===== config.mk =====
export PLATFORM = sky130hd
export DESIGN_NAME = por_rst_sequencer
export DESIGN_NICKNAME = d
export VERILOG_FILES = /design/src/rtl/por_seq_pkg.sv /design/src/rtl/por_sync.sv /design/src/rtl/por_rst_sequencer.sv
export SDC_FILE = /design/constraint.sdc
export NUM_CORES = 1
export LEC_CHECK = 0
export BUFFER_PORTS_ARGS = -buffer_cell sky130_fd_sc_hd__buf_2
export CORE_MARGIN = 3
export CORE_UTILIZATION = 40
export DETAILED_ROUTE_END_ITERATION = 10
export GPL_TIMING_DRIVEN = 1
export SETUP_SLACK_MARGIN = 0.4
export SLEW_MARGIN = 20
export SYNTH_ARGS = -nofsm -noshare
export SYNTH_HDL_FRONTEND = slang
export SYNTH_HIERARCHICAL = 1
export SYNTH_SLANG_ARGS = --single-unit

===== constraint.sdc =====
create_clock -name clk -period 1.97 [get_ports clk]
set_input_delay 0.394 -clock clk [delete_from_list [all_inputs] [get_ports clk]]
set_output_delay 0.394 -clock clk [all_outputs]
set_load 0.1 [all_outputs]

===== src/rtl/por_seq_pkg.sv =====
// por_seq_pkg: shared types and constants for the POR reset sequencer.
// Holds the sequencer state encoding (also visible on seq_state), the
// brownout counter width and a small sizing helper.
package por_seq_pkg;

    localparam int STATE_W  = 3;
    localparam int BO_CNT_W = 8;

    typedef enum logic [STATE_W-1:0] {
        ST_HOLD     = 3'd0,
        ST_FILTER   = 3'd1,
        ST_RELEASE  = 3'd2,
        ST_WAIT_ACK = 3'd3,
        ST_GAP      = 3'd4,
        ST_DONE     = 3'd5,
        ST_FAULT    = 3'd6
    } seq_state_t;

    // Largest of three interval lengths; sizes the shared interval counter.
    function automatic int max3(input int a, input int b, input int c);
        int m;
        m = (a > b) ? a : b;
        return (m > c) ? m : c;
    endfunction

endpackage


===== src/rtl/por_sync.sv =====
// por_sync: STAGES-deep flop chain bringing the asynchronous POR output into
// the clk domain. Clears to 0 on rst so the sequencer sees "power bad" until
// a real high has propagated through every stage.
module por_sync #(
    parameter int STAGES = 2
) (
    input  logic clk,
    input  logic rst,
    input  logic din,
    output logic dout
);

    logic [STAGES-1:0] chain;

    // Shift the asynchronous input through the synchronizer chain.
    always_ff @(posedge clk) begin
        // NOTE: non-blocking assignments keep every stage sampling the previous
        // stage's old value, so the chain really is STAGES flops deep.
        if (rst) begin
            chain <= '0;
        end else begin
            chain <= {chain[STAGES-2:0], din};
        end
    end

    assign dout = chain[STAGES-1];

endmodule


===== src/rtl/por_rst_sequencer.sv =====
// por_rst_sequencer: synchronizes and filters the analog POR output, then
// releases N_DOM reset domains in index order, each release waiting for that
// domain's acknowledge plus an idle gap. A brownout or force_pdn collapses all
// domains back into reset; brownouts after sequencing began are counted.
// Optional feature: define POR_SEQ_ACK_WDT_EN to add an ack watchdog that parks
// the sequencer in FAULT with a sticky ack_err.
module por_rst_sequencer
    import por_seq_pkg::*;
#(
    parameter int N_DOM       = 3,
    parameter int SYNC_STAGES = 2,
    parameter int FILT_CYC    = 16,
    parameter int REL_GAP     = 8,
    parameter int ACK_TIMEOUT = 1024
) (
    input  logic                clk,
    input  logic                rst,
    input  logic                porb_async,
    input  logic                force_pdn,
    input  logic [N_DOM-1:0]    dom_ack,
    output logic [N_DOM-1:0]    dom_rst,
    output logic                seq_done,
    output logic [STATE_W-1:0]  seq_state,
    output logic [BO_CNT_W-1:0] bo_count,
    output logic                ack_err
);

    // One counter serves the filter window, the release gap and the watchdog.
    localparam int CNT_MAX = max3(FILT_CYC, REL_GAP, ACK_TIMEOUT);
    localparam int CNT_W   = $clog2(CNT_MAX + 1);
    localparam int IDX_W   = (N_DOM > 1) ? $clog2(N_DOM) : 1;

    localparam logic [CNT_W-1:0] FILT_LAST = CNT_W'(FILT_CYC - 1);
    // GAP is entered with cnt = 0 on the ack edge and leaves on cnt == REL_GAP.
    localparam logic [CNT_W-1:0] GAP_LAST  = CNT_W'(REL_GAP);
    localparam logic [IDX_W-1:0] LAST_IDX  = IDX_W'(N_DOM - 1);
`ifdef POR_SEQ_ACK_WDT_EN
    localparam logic [CNT_W-1:0] WDT_LAST  = CNT_W'(ACK_TIMEOUT - 1);
`endif

    logic             porb_s;
    logic             kill;
    seq_state_t       state;
    logic [CNT_W-1:0] cnt;
    logic [IDX_W-1:0] idx;

    por_sync #(
        .STAGES (SYNC_STAGES)
    ) u_por_sync (
        .clk  (clk),
        .rst  (rst),
        .din  (porb_async),
        .dout (porb_s)
    );

    assign kill      = ~porb_s | force_pdn;
    assign seq_state = state;

`ifdef POR_SEQ_ACK_WDT_EN
    logic ack_err_q;
    assign ack_err = ack_err_q;
`else
    assign ack_err = 1'b0;
`endif

    // Sequencer FSM with registered domain resets, done flag and brownout count.
    always_ff @(posedge clk) begin
        if (rst) begin
            state    <= ST_HOLD;
            cnt      <= '0;
            idx      <= '0;
            dom_rst  <= '1;
            seq_done <= 1'b0;
            bo_count <= '0;
`ifdef POR_SEQ_ACK_WDT_EN
            ack_err_q <= 1'b0;
`endif
        end else if (kill) begin
            // Power loss or debug power-down beats every transition and every ack.
            if (!porb_s && (state inside {ST_RELEASE, ST_WAIT_ACK, ST_GAP, ST_DONE})
                && (bo_count != '1)) begin
                bo_count <= bo_count + BO_CNT_W'(1);
            end
            state    <= ST_HOLD;
            cnt      <= '0;
            dom_rst  <= '1;
            seq_done <= 1'b0;
`ifdef POR_SEQ_ACK_WDT_EN
            ack_err_q <= 1'b0;
`endif
        end else begin
            unique case (state)
                ST_HOLD: begin
                    dom_rst <= '1;
                    cnt     <= '0;
                    state   <= ST_FILTER;
                end
                ST_FILTER: begin
                    if (cnt == FILT_LAST) begin
                        idx   <= '0;
                        cnt   <= '0;
                        state <= ST_RELEASE;
                    end else begin
                        cnt <= cnt + CNT_W'(1);
                    end
                end
                ST_RELEASE: begin
                    dom_rst[idx] <= 1'b0;
                    cnt          <= '0;
                    state        <= ST_WAIT_ACK;
                end
                ST_WAIT_ACK: begin
                    if (dom_ack[idx]) begin
                        cnt   <= '0;
                        state <= (idx == LAST_IDX) ? ST_DONE : ST_GAP;
                    end
`ifdef POR_SEQ_ACK_WDT_EN
                    else if (cnt == WDT_LAST) begin
                        dom_rst   <= '1;
                        ack_err_q <= 1'b1;
                        state     <= ST_FAULT;
                    end else begin
                        cnt <= cnt + CNT_W'(1);
                    end
`endif
                end
                ST_GAP: begin
                    if (cnt == GAP_LAST) begin
                        idx   <= idx + IDX_W'(1);
                        state <= ST_RELEASE;
                    end else begin
                        cnt <= cnt + CNT_W'(1);
                    end
                end
                ST_DONE: begin
                    seq_done <= 1'b1;
                end
`ifdef POR_SEQ_ACK_WDT_EN
                ST_FAULT: begin
                    // Parked until kill; domains stay in reset.
                    dom_rst <= '1;
                end
`endif
                default: begin
                    // NOTE: every unused encoding recovers to a safe, fully reset
                    // HOLD rather than leaving state undefined.
                    dom_rst  <= '1;
                    seq_done <= 1'b0;
                    state    <= ST_HOLD;
                end
            endcase
        end
    end

endmodule


Word-level counts from Yosys, hierarchy flattened
Cells that the tools add are included.
{"block": "word_totals", "regBits": 30, "input_bits": 7, "elab_cells": 65}
{"block": "op_classes", "n_bitwise": 6, "addsub": 3, "reduce_logical": 16, "n_eq_ne": 13, "n_lt_le_gt_ge": 2, "mux": 18}
{"op": "$pmux W11 S4", "count": 1}
{"op": "$mux W11", "count": 3}
{"op": "$eq A11 B4 Y1 const B", "count": 2}
{"op": "$pmux W3 S6", "count": 1}
{"op": "$add A11 B1 Y11 const B", "count": 1}
{"op": "$mux W3", "count": 3}
{"op": "$add A8 B1 Y8 const B", "count": 1}
{"op": "$ne A8 B8 Y1 const B", "count": 1}
{"op": "$reduce_and A4 Y1", "count": 2}
{"op": "$reduce_bool A4 Y1", "count": 2}
{"op": "$eq A3 B2 Y1 const B", "count": 2}
{"op": "$eq A3 B3 Y1 const B", "count": 2}
{"op": "$pmux W3 S2", "count": 1}
{"op": "$reduce_or A5 Y1", "count": 1}
{"op": "$mux W2", "count": 2}
{"op": "$ne A2 B1 Y1 const B", "count": 2}
{"op": "$ne A2 B2 Y1 const B", "count": 2}
{"op": "$pmux W2 S2", "count": 1}
{"op": "$reduce_or A2 Y1", "count": 2}
{"op": "$reduce_or A4 Y1", "count": 1}
{"op": "$and A3 B3 Y3", "count": 1}
{"op": "$eq A3 B1 Y1 const B", "count": 1}
{"op": "$logic_and A1 B1 Y1", "count": 3}
{"op": "$logic_not A3 Y1", "count": 1}
{"op": "15 further kinds", "count": 19}

Depth between registers and ports, before layout
Gate-level depths: netlist of the first run.
{"block": "depth", "ltp_word": 7, "depth_mapped": 8}

Modules after synthesis
The synthesis of the first run kept the hierarchy.
{"mod": "por_rst_sequencer", "instances": 1, "area_each_um2": 1615.3, "cells_per_inst": 190}
{"mod": "por_sync", "instances": 1, "area_each_um2": 52.6, "cells_per_inst": 4}

Worst setup path before layout of the first run
No wires, ideal clock.
{"block": "synth_timing", "kind": "register to register", "start": "reg state[2], in the netlist seq_state[2]", "end": "reg bo_count[3]", "required_time_ps": 1899, "stages_incl_launch_ff": 6, "setup_time_ps": 71, "path_buffers": 1, "arrival_ps": 2318, "slack_ps": -418, "cell_sequence": "dfxtp_1 -> buf_2 -> nand2b_1 -> a221o_1 -> or3_1 -> a21oi_1"}
{"block": "synth_between", "elab_chain_cells": 5, "elab_cells_between_ends": 8, "cone_classes": "4 x eq/ne; 4 x reduce/logical"}
{"element": "start: declaration", "line_no": "por_rst_sequencer.sv:43", "source": "seq_state_t state;"}
{"element": "start signal: assignment", "line_no": "por_rst_sequencer.sv:115", "source": "state <= (idx == LAST_IDX) ? ST_DONE : ST_GAP;"}
{"element": "$eq A3 B2 Y1 or $eq A3 B3 Y1 (tied branches)", "line_no": "por_rst_sequencer.sv:80", "source": "if (!porb_s && (state inside {ST_RELEASE, ST_WAIT_ACK, ST_GAP, ST_DONE})"}
{"element": "$reduce_bool A4 Y1 *", "line_no": "por_rst_sequencer.sv:80"}
{"element": "$logic_and A1 B1 Y1 *", "line_no": "por_rst_sequencer.sv:80"}
{"element": "$logic_and A1 B1 Y1 *", "line_no": "por_rst_sequencer.sv:81", "source": "&& (bo_count != '1)) begin"}
{"element": "$reduce_and A2 Y1 (no line) *"}
{"element": "end signal: assignment", "line_no": "por_rst_sequencer.sv:82", "source": "bo_count <= bo_count + BO_CNT_W'(1);"}
{"element": "end: declaration", "line_no": "por_rst_sequencer.sv:24", "source": "output logic [BO_CNT_W-1:0] bo_count,"}
Every way passes the cells marked *; elsewhere a longest branch is shown, timed or not.
A chain may end at the register's enable or synchronous reset.

Final worst setup path of the first run
{"block": "layout_timing", "start": "reg cnt[1]", "end": "reg cnt[9]"}
{"block": "layout_between", "elab_chain_cells": 3, "elab_cells_between_ends": 8, "cone_classes": "1 x add/sub; 3 x eq/ne; 3 x mux; 1 x reduce/logical"}
{"element": "start: declaration", "line_no": "por_rst_sequencer.sv:44", "source": "logic [CNT_W-1:0] cnt;"}
{"element": "start signal: assignment", "line_no": "por_rst_sequencer.sv:104", "source": "cnt <= cnt + CNT_W'(1);"}
{"element": "start signal: assignment", "line_no": "por_rst_sequencer.sv:132", "source": "cnt <= cnt + CNT_W'(1);"}
{"element": "$add A11 B1 Y11, or another cell as far along", "line_no": "por_rst_sequencer.sv:104, por_rst_sequencer.sv:132"}
{"element": "$mux W11, or another cell as far along", "line_no": "por_rst_sequencer.sv:128", "source": "if (cnt == GAP_LAST) begin"}
{"element": "$pmux W11 S4 or $reduce_and A3 Y1 (tied branches)"}
Parallel ways exist; a longest one is shown, timed or not. The select of a mux whose other input is x is not followed.

==> results of run 1 <==
report_power, final:
| part | switching [mW] | internal, mW | total, mW | leakage, nW |
|---|---|---|---|---|
| logic | 0.0289 | 0.0115 | 0.0404 | 0.497 |
| registers | 0.00234 | 0.602 | 0.604 | 0.252 |
| clock network | 0.242 | 0.404 | 0.647 | 0.0573 |
repair_timing:
action / 4_1_cts / 5_1_grt
setup endpoints to repair: 21 / 23
hold endpoints to repair: 0 / 0
cloned: 1 / 1
resized for setup: 16 / 15
pin swaps: 6 / 6
buffers inserted: 9 / 5
registers in the layout (all words and copies together) (netlist names):
name / count
bo_count: 8
cnt: 11
dom_rst: 3
idx: 2
seq_done: 1
seq_state: 3
u_por_sync/chain: 2
cell usage in the layout (no fill, tap or decap), types with 3 or more instances in the layout:
cell      Yosys  routed
buf_6         1       3
nor3_1        9       7
dfxtp_2       0      12
xor2_1        5       5
xnor2_1       7       7
ha_1          6       3
and3_1        5       3
a21oi_1      13      11
nand4_1       3       3
buf_4         1      17
inv_1         8       6
buf_2         1      18
a21oi_2       1       3
dfxtp_1      30      13
clkbuf_8      1       6
nand3_1       8       6
o211ai_1      3       3
o21ai_0       9       8
nand2_1      15      15
nor2_1       19      19
or3_1         4       4
dfxtp_4       0       5
path summary, 6_finish.rpt:
| kind | slack (ns) | end | cells past startpoint | startpoint |
|---|---|---|---|---|
| min reg2reg | 0.46 | u_por_sync/chain[1] | 1 | u_por_sync/chain[0] |
| max reg2reg | 0.20 | cnt[9] | 7 | cnt[1] |
| max | 0.20 | cnt[9] | 7 | cnt[1] |
| min | 0.32 | u_por_sync/chain[0] | 2 | porb_async |
cell families after synthesis:
| family | after synthesis | synth area share |
|---|---|---|
| fa+ha+maj | 6 | 0.0450 |
| buf+inv | 17 | 0.0525 |
| mux | 2 | 0.0128 |
| compound gates | 45 | 0.201 |
| flops | 30 | 0.360 |
| simple gates | 81 | 0.263 |
| other cells | 1 | 0.00225 |
| xor+xnor | 12 | 0.0630 |
worst register-to-register path: stages, from the launching register on:
cell and delay (ns):
dfxtp_2 0.34, inv_2 0.05, ha_4 0.15, and3b_2 0.25, a41oi_4 0.26, o21ai_4 0.12, or4_4 0.43, a21oi_2 0.12
Yosys cell counts, drive strengths merged (3+ instances only):
master	n	share of area
nor2b	3	0.011
clkbuf	6	0.020
dfxtp	30	0.36
nand2	15	0.034
nand4	3	0.011
inv	8	0.018
or3	4	0.015
o31ai	4	0.026
and3	5	0.019
ha	6	0.045
o21ai	10	0.032
buf	3	0.014
nand2b	3	0.013
xnor2	7	0.037
a21oi	14	0.044
nor2	19	0.043
nand3	8	0.024
nor3	10	0.033
o211ai	3	0.014
xor2	5	0.026
area by class of cell:
class	instances	area, um2
flip-flops and latches	30	634
clock inverters	1	30.0
fillers	331	1560
well taps	48	60.1
repair buffers	39	259
clock buffers	6	82.6
inverters	8	30.0
multi-input cells	148	1170
layer usage:
layer / share of wire / routed length, um / track usage
met1: 0.43 / 1920 / 0.226
met2: 0.49 / 2210 / 0.310
met3: 0.056 / 250 / 0.0398
met4: 0.019 / 85 / 0.0814
met5: 0 / 0 / 0
through the flow:
step / setup WS, ns / cell area [um2] / power, mW
CTS: 0.259 / 2170 / 1.30
global placement: 0.179 / 1910 / 0.654
detailed placement: 0.121 / 1910 / 0.655
floorplan: 0.256 / 1790 / 0.645
global route: 0.138 / 2260 / 1.33
finish: 0.197 / 2260 / 1.29
==> metrics.md, run 1 <==
| Metric | Value |
|---|---|
| Run status | `finished, final reports clean` |
| Leakage power total | `0.806 nW` |
| Class of the tightest hold or removal check | `in2reg` |
| Max stage delay cell, worst path | `or4_4` |
| Wire length of the first global-routing pass | `~7.4 mm` |
| Remaining global-route overflow | `0` |
| Effective utilization at floorplan | `0.436` |
| Syn-to-layout area delta | `35.7%` |
| Die H | `just over 70 um` |
| Unrepaired setup endpoints after global routing | `true` |
| Source-to-sink clock delay at the later pin of the worst-skew pair | `0.29 ns` |
| Largest stage delay on the critical path | `0.43 ns` |
| Maximum clock frequency | `between 500 and 600 MHz` |
| Number of antenna diodes | `0` |
| FP Rows | `22` |
| Count of nets left with antenna violations after detail routing | `0` |
| Area enclosed by the die boundary | `around 0.005 mm2` |
| Capturing element type of the critical path | `flip-flop` |
| Non-filler cells in the finished layout | `280` |
| Fraction of synthesis flops using an asynchronous set or reset pin | `0` |
| Max Fanout on Critical Path | `5` |
| Max IR drop VDD | `between 0.4 and 0.5 mV` |
| Average via count per standard cell | `roughly 5.7` |
| Root buffer cell | `clkbuf_8` |
| Buffers on Ports | `21` |
| # nets final | `between 200 and 250` |
| Max_cap viols | `0` |
| Worst Max-Slew Pin Slew | `roughly 0.54 ns` |
| Post-route setup TNS | `0 ns` |
| Proportion of synthesized chip area in sequential cells | `0.360` |
| Routability Congestion | `0.766` |
| Clock Skew | `about 0.0074 ns` |
| Depth of the CTS H-tree | `2` |
| Sort of element at the start of the critical path | `flip-flop` |
| Core outline area | `approximately 0.0038 mm2` |
| Number of storage elements in the synthesis netlist | `30` |
| Detailed Place HPWL | `2.88 mm` |
| Top-level I/O count | `23` |
| Sum of routed wire length over all layers | `4.46 mm` |
| Syn Inst Count | `194` |
| Worst path top cell family by delay | `simple AND/OR/NAND/NOR gates` |
| Clock tree from TritonCTS | `yes` |
| Drt initial violations | `about 120` |
| Worst rel slew slack | `0.639` |
| Worst-path cell chain | `inv_2 > ha_4 > and3b_2 > a41oi_4 > o21ai_4 > or4_4 > a21oi_2` |
| WL per Instance | `~16 um` |
| Number of pins with negative max-slew slack in the final report | `0` |
| Total vias in the final route | `between 1,500 and 2,000` |
| Fraction of the cycle the final worst path needs | `0.900` |
| Hold_buf cts | `0` |
| Total routing resource utilization after global routing | `0.184` |
| Netlist area before placement | `approximately 0.0017 mm2` |
| Number of flops mapped to enable cells by yosys | `0` |
| Total power per unit cell area | `571 mW/mm2` |
| Final worst path period need | `between 1.5 and 2 ns` |
| Number of distinct library cells after synthesis | `53` |
| Syn. warnings | `6` |
| Fraction of the core area covered by cells at the end of the flow | `0.592` |
| Pin count of the biggest net entering global routing | `17` |
| Count of final setup violators | `0` |
| Type of the setup path with the least slack | `reg2reg` |
| Net count after synthesis | `about 210` |
| Worst hold-check slack | `around 0.32 ns` |
| Data required time of the worst path | `between 2 and 2.5 ns` |
| Mapped Avg Cell Area | `around 8.6 um2` |
| Combined buffer and inverter count along the critical path | `1` |
| Antenna violations before repair | `0` |
| Clock buffer depth | `2` |
| Primary FF master, synth | `dfxtp_1` |
| Vias in the first global route | `roughly 1,600` |
| # clock sinks | `30` |
| Share of final-layout standard cells stronger than drive strength 1 | `0.431` |
| Count of endpoints failing hold in the final timing report | `0` |
| Data arrival time at the worst-slack endpoint | `around 2.0 ns` |
| Clock transition at the registers of the reported paths | `roughly 0.07 ns` |
| TritonCTS buffer count | `5` |
| X dimension of the die | `around 71 um` |
| Post-route DRC | `0` |
| Detailed-router iteration count before antenna repair | `4` |
| Number of placed instances with taps included | `approximately 260` |
(Power assumes the default switching activity.)
==> run 2, diff against run 1 <==
--- a/config.mk
+++ b/config.mk
@@ -5,6 +5,7 @@
 export SDC_FILE = /design/constraint.sdc
 export NUM_CORES = 1
 export LEC_CHECK = 0
+export ABC_AREA = 1
 export BUFFER_PORTS_ARGS = -buffer_cell sky130_fd_sc_hd__buf_2
 export CORE_MARGIN = 3
 export CORE_UTILIZATION = 40
==> constraint.sdc (replaced) <==
create_clock -name clk -period 1.97 [get_ports clk]
set_input_delay 0.4925 -clock clk [delete_from_list [all_inputs] [get_ports clk]]
set_output_delay 0.4925 -clock clk [all_outputs]
set_load 0.1 [all_outputs]
==> run 2 against run 1 <==
  * Largest cell class unchanged
  * Clock skew barely moved
  * Non-clock buffer count shrank 12
  * Flip-flop and latch count did not move
  * Critical path depth down 6
  * Clock power is 26% lower
==> metrics.md, run 2 <==
| Metric | Value |
|---|---|
| Run status | `finished, final reports clean` |
| Sum of routed wire length over all layers | `4.48 mm` |
| Top post-synthesis cells by count | `89 x nand2_1, 41 x inv_1, 35 x nor2_1` |
| Maximum clock frequency | `~650 MHz` |
| Number of distinct library cells after synthesis | `28` |
| Number of flops mapped to enable cells by yosys | `0` |
| Net count after synthesis | `about 320` |
| Routability Congestion | `just over 0.8` |
| Hold_buf cts | `0` |
| Final worst path period need | `~1.5 ns` |
| Post-route DRC | `0` |
| # clock sinks | `30` |
| Leakage power total | `1.00 nW` |
| Unrepaired setup endpoints after global routing | `false` |
| Detailed-router iteration count before antenna repair | `4` |
| Die H | `~75 um` |
| Fillcell total | `around 470` |
| Detailed Place HPWL | `3.22 mm` |
| Post-placement worst setup slack | `0.385 ns` |
| FP Rows | `24` |
| Portion of total power attributed to sequential cells | `0.537` |
| Share of final-layout standard cells stronger than drive strength 1 | `0.262` |
| Largest stage delay on the critical path | `0.42 ns` |
| Root buffer cell | `clkbuf_8` |
| Total power per unit cell area | `491 mW/mm2` |
| Internal power of the cells | `0.857 mW` |
| Data required time of the worst path | `about 1.5 ns` |
| Regs by FF count | `cnt x11, bo_count x8` |
| Most frequently used cell type in the post-synthesis netlist | `nand2_1` |
| Share of total power in combinational logic | `0.038` |
| Number of antenna diodes | `0` |
| Max IR drop VDD | `around 0.34 mV` |
| Class of the tightest hold or removal check | `reg2reg` |
| Dominant cell type by area after synthesis | `dfxtp_1` |
| Most area-consuming cells after synthesis | `dfxtp_1 31%, nand2_1 17%, inv_1 8.0%` |
| Depth of the CTS H-tree | `2` |
| # nets final | `352` |
| Most common cell after layout, fill and taps aside | `nand2_1` |
| Fraction of the cycle the final worst path needs | `0.777` |
| Max_cap viols | `0` |
| Clock Skew | `0.00759 ns` |
| Total stage count of the critical path | `1` |
| Number of flip-flops in the largest register | `11` |
| Pin count of the biggest net entering global routing | `12` |
| Clock tree from TritonCTS | `yes` |
| Syn Inst Count | `308` |
| Combined buffer and inverter count along the critical path | `1` |
| Primary FF master, synth | `dfxtp_1` |
| Worst setup slack for register-to-register paths | `between 0.5 and 0.6 ns` |
| Core outline area | `0.00447 mm2` |
| Average via count per standard cell | `4.75` |
| Wire length of the first global-routing pass | `7.37 mm` |
| TritonCTS buffer count | `5` |
| Buffers on Ports | `21` |
| Clock transition at the registers of the reported paths | `about 0.06 ns` |
| Area share of the largest cell type after synthesis | `0.314` |
| Effective utilization at floorplan | `0.428` |
| Proportion of synthesized chip area in sequential cells | `0.314` |
| Vias in the first global route | `roughly 1,700` |
| Number of storage elements in the synthesis netlist | `30` |
| Drt initial violations | `between 80 and 90` |
| Type of the setup path with the least slack | `reg2out` |
| Depth of the most critical reg-to-reg path | `7` |
| Total routing resource utilization after global routing | `0.171` |
| Syn. warnings | `6` |
| Max stage delay cell, worst path | `buf_2` |
| Most used cells in the layout excluding fill and tap cells | `88 x nand2_1, 41 x inv_1, 31 x nor2_1, 22 x nand3_1, 20 x a21oi_1` |
| Count of endpoints failing hold in the final timing report | `0` |
| Net Switching | `0.268 mW` |
| Endpoint of the lowest-slack register-to-register path | `cnt[6]` |
| Worst-path cell chain | `buf_2` |
| Total vias in the final route | `~1,900` |
| Hold EP | `u_por_sync/chain[1]` |
| Switching Fraction | `0.239` |
| Clock buffer depth | `2` |
| X dimension of the die | `about 75 um` |
| Sort of element at the start of the critical path | `flip-flop` |
| Design Power | `1.13 mW` |
| Syn-to-layout area delta | `19.8%` |
| Worst path top cell family by delay | `buffers and inverters` |
| Share of total power in the clock network | `0.425` |
| Post-route setup TNS | `0 ns` |
| Biggest register | `cnt` |
| Instance count along the most critical hold path | `2` |
| Capturing element type of the critical path | `primary output` |
| Top-level I/O count | `23` |
| Area enclosed by the die boundary | `approximately 0.0057 mm2` |
| Count of nets left with antenna violations after detail routing | `0` |
| Critical register-to-register path startpoint | `cnt[0]` |
| Worst setup path startpoint | `seq_done` |
| WL per Instance | `approximately 11 um` |
| Data arrival time at the worst-slack endpoint | `roughly 1.0 ns` |
| Fraction of synthesis flops using an asynchronous set or reset pin | `0` |
| Setup ws final | `~0.44 ns` |
| Number of pins with negative max-slew slack in the final report | `0` |
| Source-to-sink clock delay at the later pin of the worst-skew pair | `roughly 0.29 ns` |
| Max Fanout on Critical Path | `2` |
| Antenna violations before repair | `0` |
| Mapped Avg Cell Area | `around 6.2 um2` |
| Launch point of the worst hold path | `u_por_sync/chain[0]` |
| Netlist area before placement | `0.00191 mm2` |
| Remaining global-route overflow | `0` |
| Count of final setup violators | `0` |
==> run 2: how the worst max path moves through the flow <==
stage,endpoint,slack [ns]
2_1_floorplan,bo_count[6],0.39
3_3_place_gp,cnt[0],0.37
3_5_place_dp,cnt[0],0.38
4_1_cts,bo_count[0],0.40
5_1_grt,bo_count[2],0.40
6_report,seq_done,0.44
==> run 2: cell type report <==
type,instances,area (um2),share of cell area
multi-input cells,222,1140,0.496
flip-flops and latches,30,632,0.276
inverters,53,199,0.0867
repair buffers,27,179,0.0780
clock buffers,6,72.6,0.0316
well taps,52,65.1,0.0284
clock inverters,2,8.76,0.00382
==> run 2: power by group through the flow <==
stage	combinational [mW]	sequential, mW	clock, mW
2_1_floorplan	0.0279	0.621	0
3_3_place_gp	0.0431	0.618	0
3_5_place_dp	0.0427	0.618	0
4_1_cts	0.0431	0.604	0.498
5_1_grt	0.0475	0.604	0.516
6_report	0.0433	0.604	0.478
==> run 2: logic make-up after synthesis <==
group / count (synthesis) / share of synthesized area
AO/OA/AOI/OAI: 34 / 0.0922
XOR/XNOR: 4 / 0.0183
adder cells (fa/ha/maj): 6 / 0.0392
buffers and inverters: 57 / 0.124
flip-flops: 30 / 0.314
other: 1 / 0.00196
AND/OR/NAND/NOR: 176 / 0.411
==> run 2: metrics by stage <==
step	cell area [um2]	hold slack, ns	instances	utilization
final	2290	0.407	392	0.513
after global routing	2290	0.422	392	0.513
after CTS	2190	0.402	387	0.489
after detailed placement	2090	0.395	379	0.467
after global placement	2090	0.391	379	0.467
after floorplan	1940	0.388	308	-
==> run 2: timing repair <==
action                                  CTS  global route
pin swaps                                 0             5
endpoints found under the hold margin     0             0
endpoints found under the setup margin    7            21
gates resized for setup                   7            21
cloned                                    0             1
buffers inserted                          0             4
==> run 2: layer usage <==
metal | global-route usage | part of all wire | up-vias
met5 | 0 | 0 | -
met4 | 0.0447 | 0.0078 | 0
met3 | 0.0628 | 0.039 | 4
met2 | 0.292 | 0.49 | 25
met1 | 0.202 | 0.46 | 819
li1 | - | - | 1015
